### config.mk
export PLATFORM = sky130hd
export DESIGN_NAME = cnn_dot_sequencer
export DESIGN_NICKNAME = d
export VERILOG_FILES = /design/src/rtl/cnn_pkg.sv /design/src/rtl/cnn_mac.sv /design/src/rtl/cnn_dot_sequencer.sv
export SDC_FILE = /design/constraint.sdc
export NUM_CORES = 2
export LEC_CHECK = 0
export BUFFER_PORTS_ARGS = -buffer_cell sky130_fd_sc_hd__buf_2
export CAP_MARGIN = 0
export CORE_MARGIN = 2
export CORE_UTILIZATION = 46
export DETAILED_ROUTE_END_ITERATION = 8
export GPL_ROUTABILITY_DRIVEN = 0
export PLACE_DENSITY = 0.72
export SLEW_MARGIN = 40
export SYNTH_ARGS = -nofsm -noshare
export SYNTH_HDL_FRONTEND = slang
export SYNTH_SLANG_ARGS = --single-unit
export TNS_END_PERCENT = 10
### constraint.sdc
create_clock -name clk -period 11.4 [get_ports clk]
set_input_delay 0 -clock clk [delete_from_list [all_inputs] [get_ports clk]]
set_output_delay 0 -clock clk [all_outputs]
set_load 0.005 [all_outputs]
### src/rtl/cnn_pkg.sv
// Shared state type, default widths and the accumulator saturation helper
// for the CNN dot-product sequencer.
package cnn_pkg;

    localparam int unsigned CNN_DATA_W = 32;
    localparam int unsigned CNN_ADDR_W = 10;
    localparam int unsigned CNN_ACC_W  = 64;
    // Widest accumulator sat_to_data can handle; callers sign-extend into it.
    localparam int unsigned CNN_SAT_W  = 128;

    typedef enum logic [1:0] {
        IDLE = 2'd0,
        RUN  = 2'd1,
        DONE = 2'd2
    } seq_state_t;

    // Clamp acc into the signed data_w range; in-range values come back unchanged,
    // so a caller can detect saturation by comparing the result with the input.
    function automatic logic signed [CNN_SAT_W-1:0] sat_to_data(
        input logic signed [CNN_SAT_W-1:0] acc,
        input int unsigned                 data_w
    );
        logic signed [CNN_SAT_W-1:0] one;
        logic signed [CNN_SAT_W-1:0] max_pos;
        logic signed [CNN_SAT_W-1:0] min_neg;
        one     = CNN_SAT_W'(1);
        max_pos = (one <<< (data_w - 1)) - one;
        min_neg = -max_pos - one;
        if (acc > max_pos) begin
            return max_pos;
        end
        if (acc < min_neg) begin
            return min_neg;
        end
        return acc;
    endfunction

endpackage

### src/rtl/cnn_mac.sv
// Signed multiply-accumulate: one DATA_WIDTH x DATA_WIDTH product per enabled
// cycle into a wrapping ACC_WIDTH accumulator.
module cnn_mac
    import cnn_pkg::*;
#(
    parameter int unsigned DATA_WIDTH = CNN_DATA_W,
    parameter int unsigned ACC_WIDTH  = CNN_ACC_W
) (
    input  logic                         clk,
    input  logic                         reset,
    input  logic                         clr,
    input  logic                         en,
    input  logic signed [DATA_WIDTH-1:0] a,
    input  logic signed [DATA_WIDTH-1:0] b,
    output logic signed [ACC_WIDTH-1:0]  acc_next
);

    logic signed [2*DATA_WIDTH-1:0] prod;
    logic signed [ACC_WIDTH-1:0]    acc_q;

    always_comb begin
        prod     = (2*DATA_WIDTH)'(a) * (2*DATA_WIDTH)'(b);
        acc_next = acc_q;
        if (clr) begin
            acc_next = '0;
        end else if (en) begin
            acc_next = acc_q + ACC_WIDTH'(prod);
        end
    end

    always_ff @(posedge clk) begin
        if (reset) begin
            acc_q <= '0;
        end else begin
            acc_q <= acc_next;
        end
    end

endmodule

### src/rtl/cnn_dot_sequencer.sv
// Streams weights from a 1-cycle-latency memory against handshaked activations
// and reports the saturated signed dot product with a one-cycle done pulse.
module cnn_dot_sequencer
    import cnn_pkg::*;
#(
    parameter int unsigned DATA_WIDTH = CNN_DATA_W,
    parameter int unsigned ADDR_WIDTH = CNN_ADDR_W,
    parameter int unsigned ACC_WIDTH  = CNN_ACC_W
) (
    input  logic                  clk,
    input  logic                  reset,
    input  logic                  start,
    input  logic                  abort,
    input  logic [ADDR_WIDTH-1:0] base_addr,
    input  logic [ADDR_WIDTH:0]   length,
    input  logic                  act_valid,
    input  logic [DATA_WIDTH-1:0] act_data,
    output logic                  act_ready,
    output logic [ADDR_WIDTH-1:0] w_addr,
    input  logic [DATA_WIDTH-1:0] w_data,
    output logic                  busy,
    output logic                  done,
    output logic [DATA_WIDTH-1:0] result,
    output logic                  overflow
);

    seq_state_t                  state_q, state_d;
    logic [ADDR_WIDTH-1:0]       base_q;
    logic [ADDR_WIDTH:0]         len_q;
    logic [ADDR_WIDTH:0]         idx_q;
    logic [DATA_WIDTH-1:0]       result_q;
    logic                        overflow_q;
    logic                        fire;
    logic                        last;
    logic                        mac_clr;
    logic                        mac_en;
    logic signed [ACC_WIDTH-1:0] acc_next;
    logic signed [CNN_SAT_W-1:0] acc_ext;
    logic signed [CNN_SAT_W-1:0] sat_full;

    assign act_ready = (state_q == RUN);
    assign busy      = (state_q != IDLE);
    assign done      = (state_q == DONE);
    assign result    = result_q;
    assign overflow  = overflow_q;
    assign fire      = act_valid & act_ready;
    assign last      = (idx_q == len_q - (ADDR_WIDTH + 1)'(1));
    assign acc_ext   = CNN_SAT_W'(acc_next);
    assign sat_full  = sat_to_data(acc_ext, DATA_WIDTH);

    cnn_mac #(
        .DATA_WIDTH (DATA_WIDTH),
        .ACC_WIDTH  (ACC_WIDTH)
    ) u_mac (
        .clk      (clk),
        .reset    (reset),
        .clr      (mac_clr),
        .en       (mac_en),
        .a        (w_data),
        .b        (act_data),
        .acc_next (acc_next)
    );

    always_comb begin
        state_d = state_q;
        mac_clr = 1'b0;
        mac_en  = 1'b0;
        w_addr  = base_q;
        case (state_q)
            IDLE: begin
                // Present base_addr straight away so w_data is primed on the first RUN cycle.
                w_addr = base_addr;
                if (start) begin
                    mac_clr = 1'b1;
                    state_d = (length == '0) ? DONE : RUN;
                end
            end
            RUN: begin
                w_addr = base_q + idx_q[ADDR_WIDTH-1:0] + ADDR_WIDTH'(fire);
                if (abort) begin
                    state_d = IDLE;
                end else if (fire) begin
                    mac_en = 1'b1;
                    if (last) begin
                        state_d = DONE;
                    end
                end
            end
            DONE: begin
                state_d = IDLE;
            end
            default: begin
                state_d = IDLE;
            end
        endcase
    end

    always_ff @(posedge clk) begin
        if (reset) begin
            state_q    <= IDLE;
            base_q     <= '0;
            len_q      <= '0;
            idx_q      <= '0;
            result_q   <= '0;
            overflow_q <= 1'b0;
        end else begin
            state_q <= state_d;
            if (state_q == IDLE && start) begin
                base_q <= base_addr;
                len_q  <= length;
                idx_q  <= '0;
            end else if (mac_en) begin
                idx_q <= idx_q + (ADDR_WIDTH + 1)'(1);
            end
            if (state_d == DONE && state_q != DONE) begin
                result_q   <= sat_full[DATA_WIDTH-1:0];
                overflow_q <= (sat_full != acc_ext);
            end
        end
    end

endmodule

==> run_results.csv <==
group,metric,value,unit
outcome,status,"complete, no violations",
clock_network,clkSinkCount,131,
synthesis,synthXorXnorAreaFrac,1.56,%
synthesis,netlist.area_leader.share,51.4,%
clock_network,htreeDepth,4,
final_layout,drive_gt1_share,4.57,%
die,core,102000,sq um
global_route,grt_pass1_vias,38800,
setup_path,crit_type,"in -> reg",
routing,post-route-drc-count,0,
setup_path,end_kind,"register",
synthesis,yosysSeqAreaShare,5.55,%
synthesis,avgSynthCellArea,8.97,sq um
synthesis,synthesis.nets,6796,
setup_path,slowest_delay,0.55,ns
flow_run,maxCapViolations,0,
routing,drtIter0Drc,2793,
final_layout,finalNonFillerCells,6582,
routing,vias,35200,
routing,vias_per_cell,5.35,
final_layout,fillers,9462,
place,placed_cells,6525,
place,placed_cell_area,48800,sq um
synthesis,netlist_top_cells_count,"inv_1, fa_1, nand2_1",
setup_path,crit_end,"result[8]$_SDFFE_PP0P_",
synthesis,synth_edf_count,0,
global_route,antenna_found_initial,7,
synthesis,syn-cell-area,47200,sq um
synthesis,synth.area.top_cells,"fa_1, inv_1, and2_1, ha_1, nand2_1",
die,io_pins,136,
setup_path,critPathBufInv,8,
synthesis,synth_compound_area_share,6.26,%
timing,finalHoldViolations,0,
setup_path,crit_required,11.75,ns
timing,finalCritPeriodShare,89.8,%
die,num_rows,117,
global_route,grt_pass1_wl,209000,microns
timing,worst_pin_slew,0.922,ns
setup_path,cp_max_fo,32,
routing,antenna_left,0,
synthesis,synth-main-ff-cell,"dfxtp_1",
setup_path,r2r_end,"result[8]$_SDFFE_PP0P_",
timing,rsz0062_at_grt,"false",
setup_path,start_kind,"input pin",
setup_path,cp.depth,32,
timing,min_period,10.24,ns
setup_path,crit-reg2reg-launch,"u_mac.acc_q[24]$_SDFF_PP0_",
clock_network,clk_path_buf_depth,2,
final_layout,area_growth,5.46,%
final_layout,fin_nets,6729,
timing,setup_violations,0,
global_route,grt_max_degree,69,
setup_path,crit_path_frequent_cell,"fa_1",
synthesis,ys_warn_count,0,
final_layout,fin_area,49800,sq um
global_route,grt_use_total,24.9,%
place,place_hpwl,106000,microns
synthesis,synth.most_common_cell,"inv_1",
die,die_x,324,microns
synthesis,ys_seq_elements,131,
setup_path,r2r_slack,1.33,ns
synthesis,synth_fa_ha_area_share,57.5,%
setup_path,cp_top_family,"adder cells",
clock_network,clk_latency,0.43,ns
routing,first_pass_iters,6,
clock_network,root_buffer,"clkbuf_16",
place,port_buffers,135,
die,start_util,46.4,%
die,die_h,324,microns
routing,wire_per_inst,19.0,microns
timing,slew_violations,0,
synthesis,yosysUniqueCellTypes,81,
setup_path,crit_start,"w_data[31]",
timing,clock.fmax,97.7,MHz
hold_path,hold_class,"in -> reg",
synthesis,synthArstFlopShare,0,%
synthesis,synthMuxAreaShare,0.339,%
clock_network,cts_buffers,17,
die,dieArea,105000,sq um
synthesis,yosys.area_share.simple,16.4,%
setup_path,cp_slowest_cell,"fa_1",
timing,max_slew_margin,38.6,%
synthesis,synth_top_area_cell,"fa_1",
timing,setup_tns,0,ns
setup_path,rr_worst_depth,30,
synthesis,synthCells,5265,
synthesis,synth_top_family_by_area,"adder cells",
clock_network,cts.reportedPaths.clkPinSlew,0.06,ns
clock_network,ctsResizeCount,0,
setup_path,worstPathArrival,10.58,ns
timing,skew,0.0110,ns
routing,wirelength,125000,microns
global_route,overflow,0,
clock_network,cts_tree,"built",
metal layers:
metal | routed length (microns) | global-route usage [%]
met5 | 44 | 0
met4 | 3290 | 6.51
met3 | 10700 | 5.04
met2 | 60000 | 41.0
met1 | 51300 | 33.6
layout make-up:
type                       instances  area (sq um)  share of cell area (%)
inverter                        1262          4740                    9.51
multi-input combinational       3593         38800                    77.9
clock buffer                      20           467                   0.937
timing repair buffer             193          1190                    2.39
tap                             1368          1710                    3.44
sequential                       131          2620                    5.27
antenna                            3          7.51                  0.0151
clock inverter                    12           248                   0.498
stage by stage:
stage	worst slack (ns)	utilization, %	hold slack (ns)
6_report	1.16	48.9	0.0459
5_1_grt	0.612	48.9	0.0916
4_1_cts	1.15	48.9	0.0405
3_5_place_dp	0.748	48.0	0.260
3_3_place_gp	1.03	48.0	0.252
2_1_floorplan	1.24	-	0.136
state kept, by name, indices dropped and copies added (netlist names):
signal / flops
result: 32
state_q: 2
len_q: 11
u_mac.acc_q: 64
idx_q: 11
overflow: 1
base_q: 10
placed cells by master (no fill, tap or decap), types with 17 or more instances in the layout:
cell / Yosys / layout
inv_1: 1262 / 1262
a21oi_1: 131 / 131
o21a_1: 23 / 23
buf_2: 18 / 132
nor3_1: 29 / 29
buf_4: 9 / 39
xor2_1: 26 / 26
nand3_1: 32 / 32
o21ai_0: 89 / 88
nand2b_1: 18 / 18
xnor2_1: 58 / 58
and2_1: 466 / 466
a211oi_1: 31 / 31
nor4_1: 17 / 17
nor2_1: 179 / 178
fa_1: 1212 / 1212
nand4_1: 45 / 45
dlygate4sd3_1: 0 / 21
nor2b_1: 24 / 24
dfxtp_1: 131 / 130
clkbuf_16: 0 / 17
ha_1: 229 / 229
nand2_1: 737 / 735
worst min path at each step:
stage	start	end	cells past startpoint	slack (ns)
final	abort	idx_q[1]$_SDFFE_PP0P_	4	0.05
after global routing	abort	idx_q[1]$_SDFFE_PP0P_	4	0.09
after global placement	base_addr[1]	base_q[1]$_SDFFE_PP0P_	3	0.25
after floorplan	base_addr[9]	base_q[9]$_SDFFE_PP0P_	2	0.14
after detailed placement	base_addr[6]	base_q[6]$_SDFFE_PP0P_	3	0.26
after CTS	abort	state_q[0]$_SDFF_PP0_	4	0.04
tightest hold or removal path, stage by stage:
cell and delay (ns):
buf_2 0.18, nor4bb_4 0.12, nand2_1 0.08, a21oi_1 0.05
cell families (layout without fill, tap and decap cells):
family / after synthesis / in the layout
flops: 131 / 131
xor+xnor: 84 / 84
compound gates: 447 / 447
fa+ha+maj: 1441 / 1441
mux: 16 / 16
other cells: 0 / 3
buf+inv: 1541 / 1487
simple gates: 1605 / 1605
what timing repair did:
action	in CTS	in global routing
endpoints found under the setup margin	0	0
hold buffers	21	0
endpoints found under the hold margin	21	0
setup buffers	0	0
Power is not shown: default switching activity piles up to over one toggle a cycle in this logic, so the estimate is an artifact.
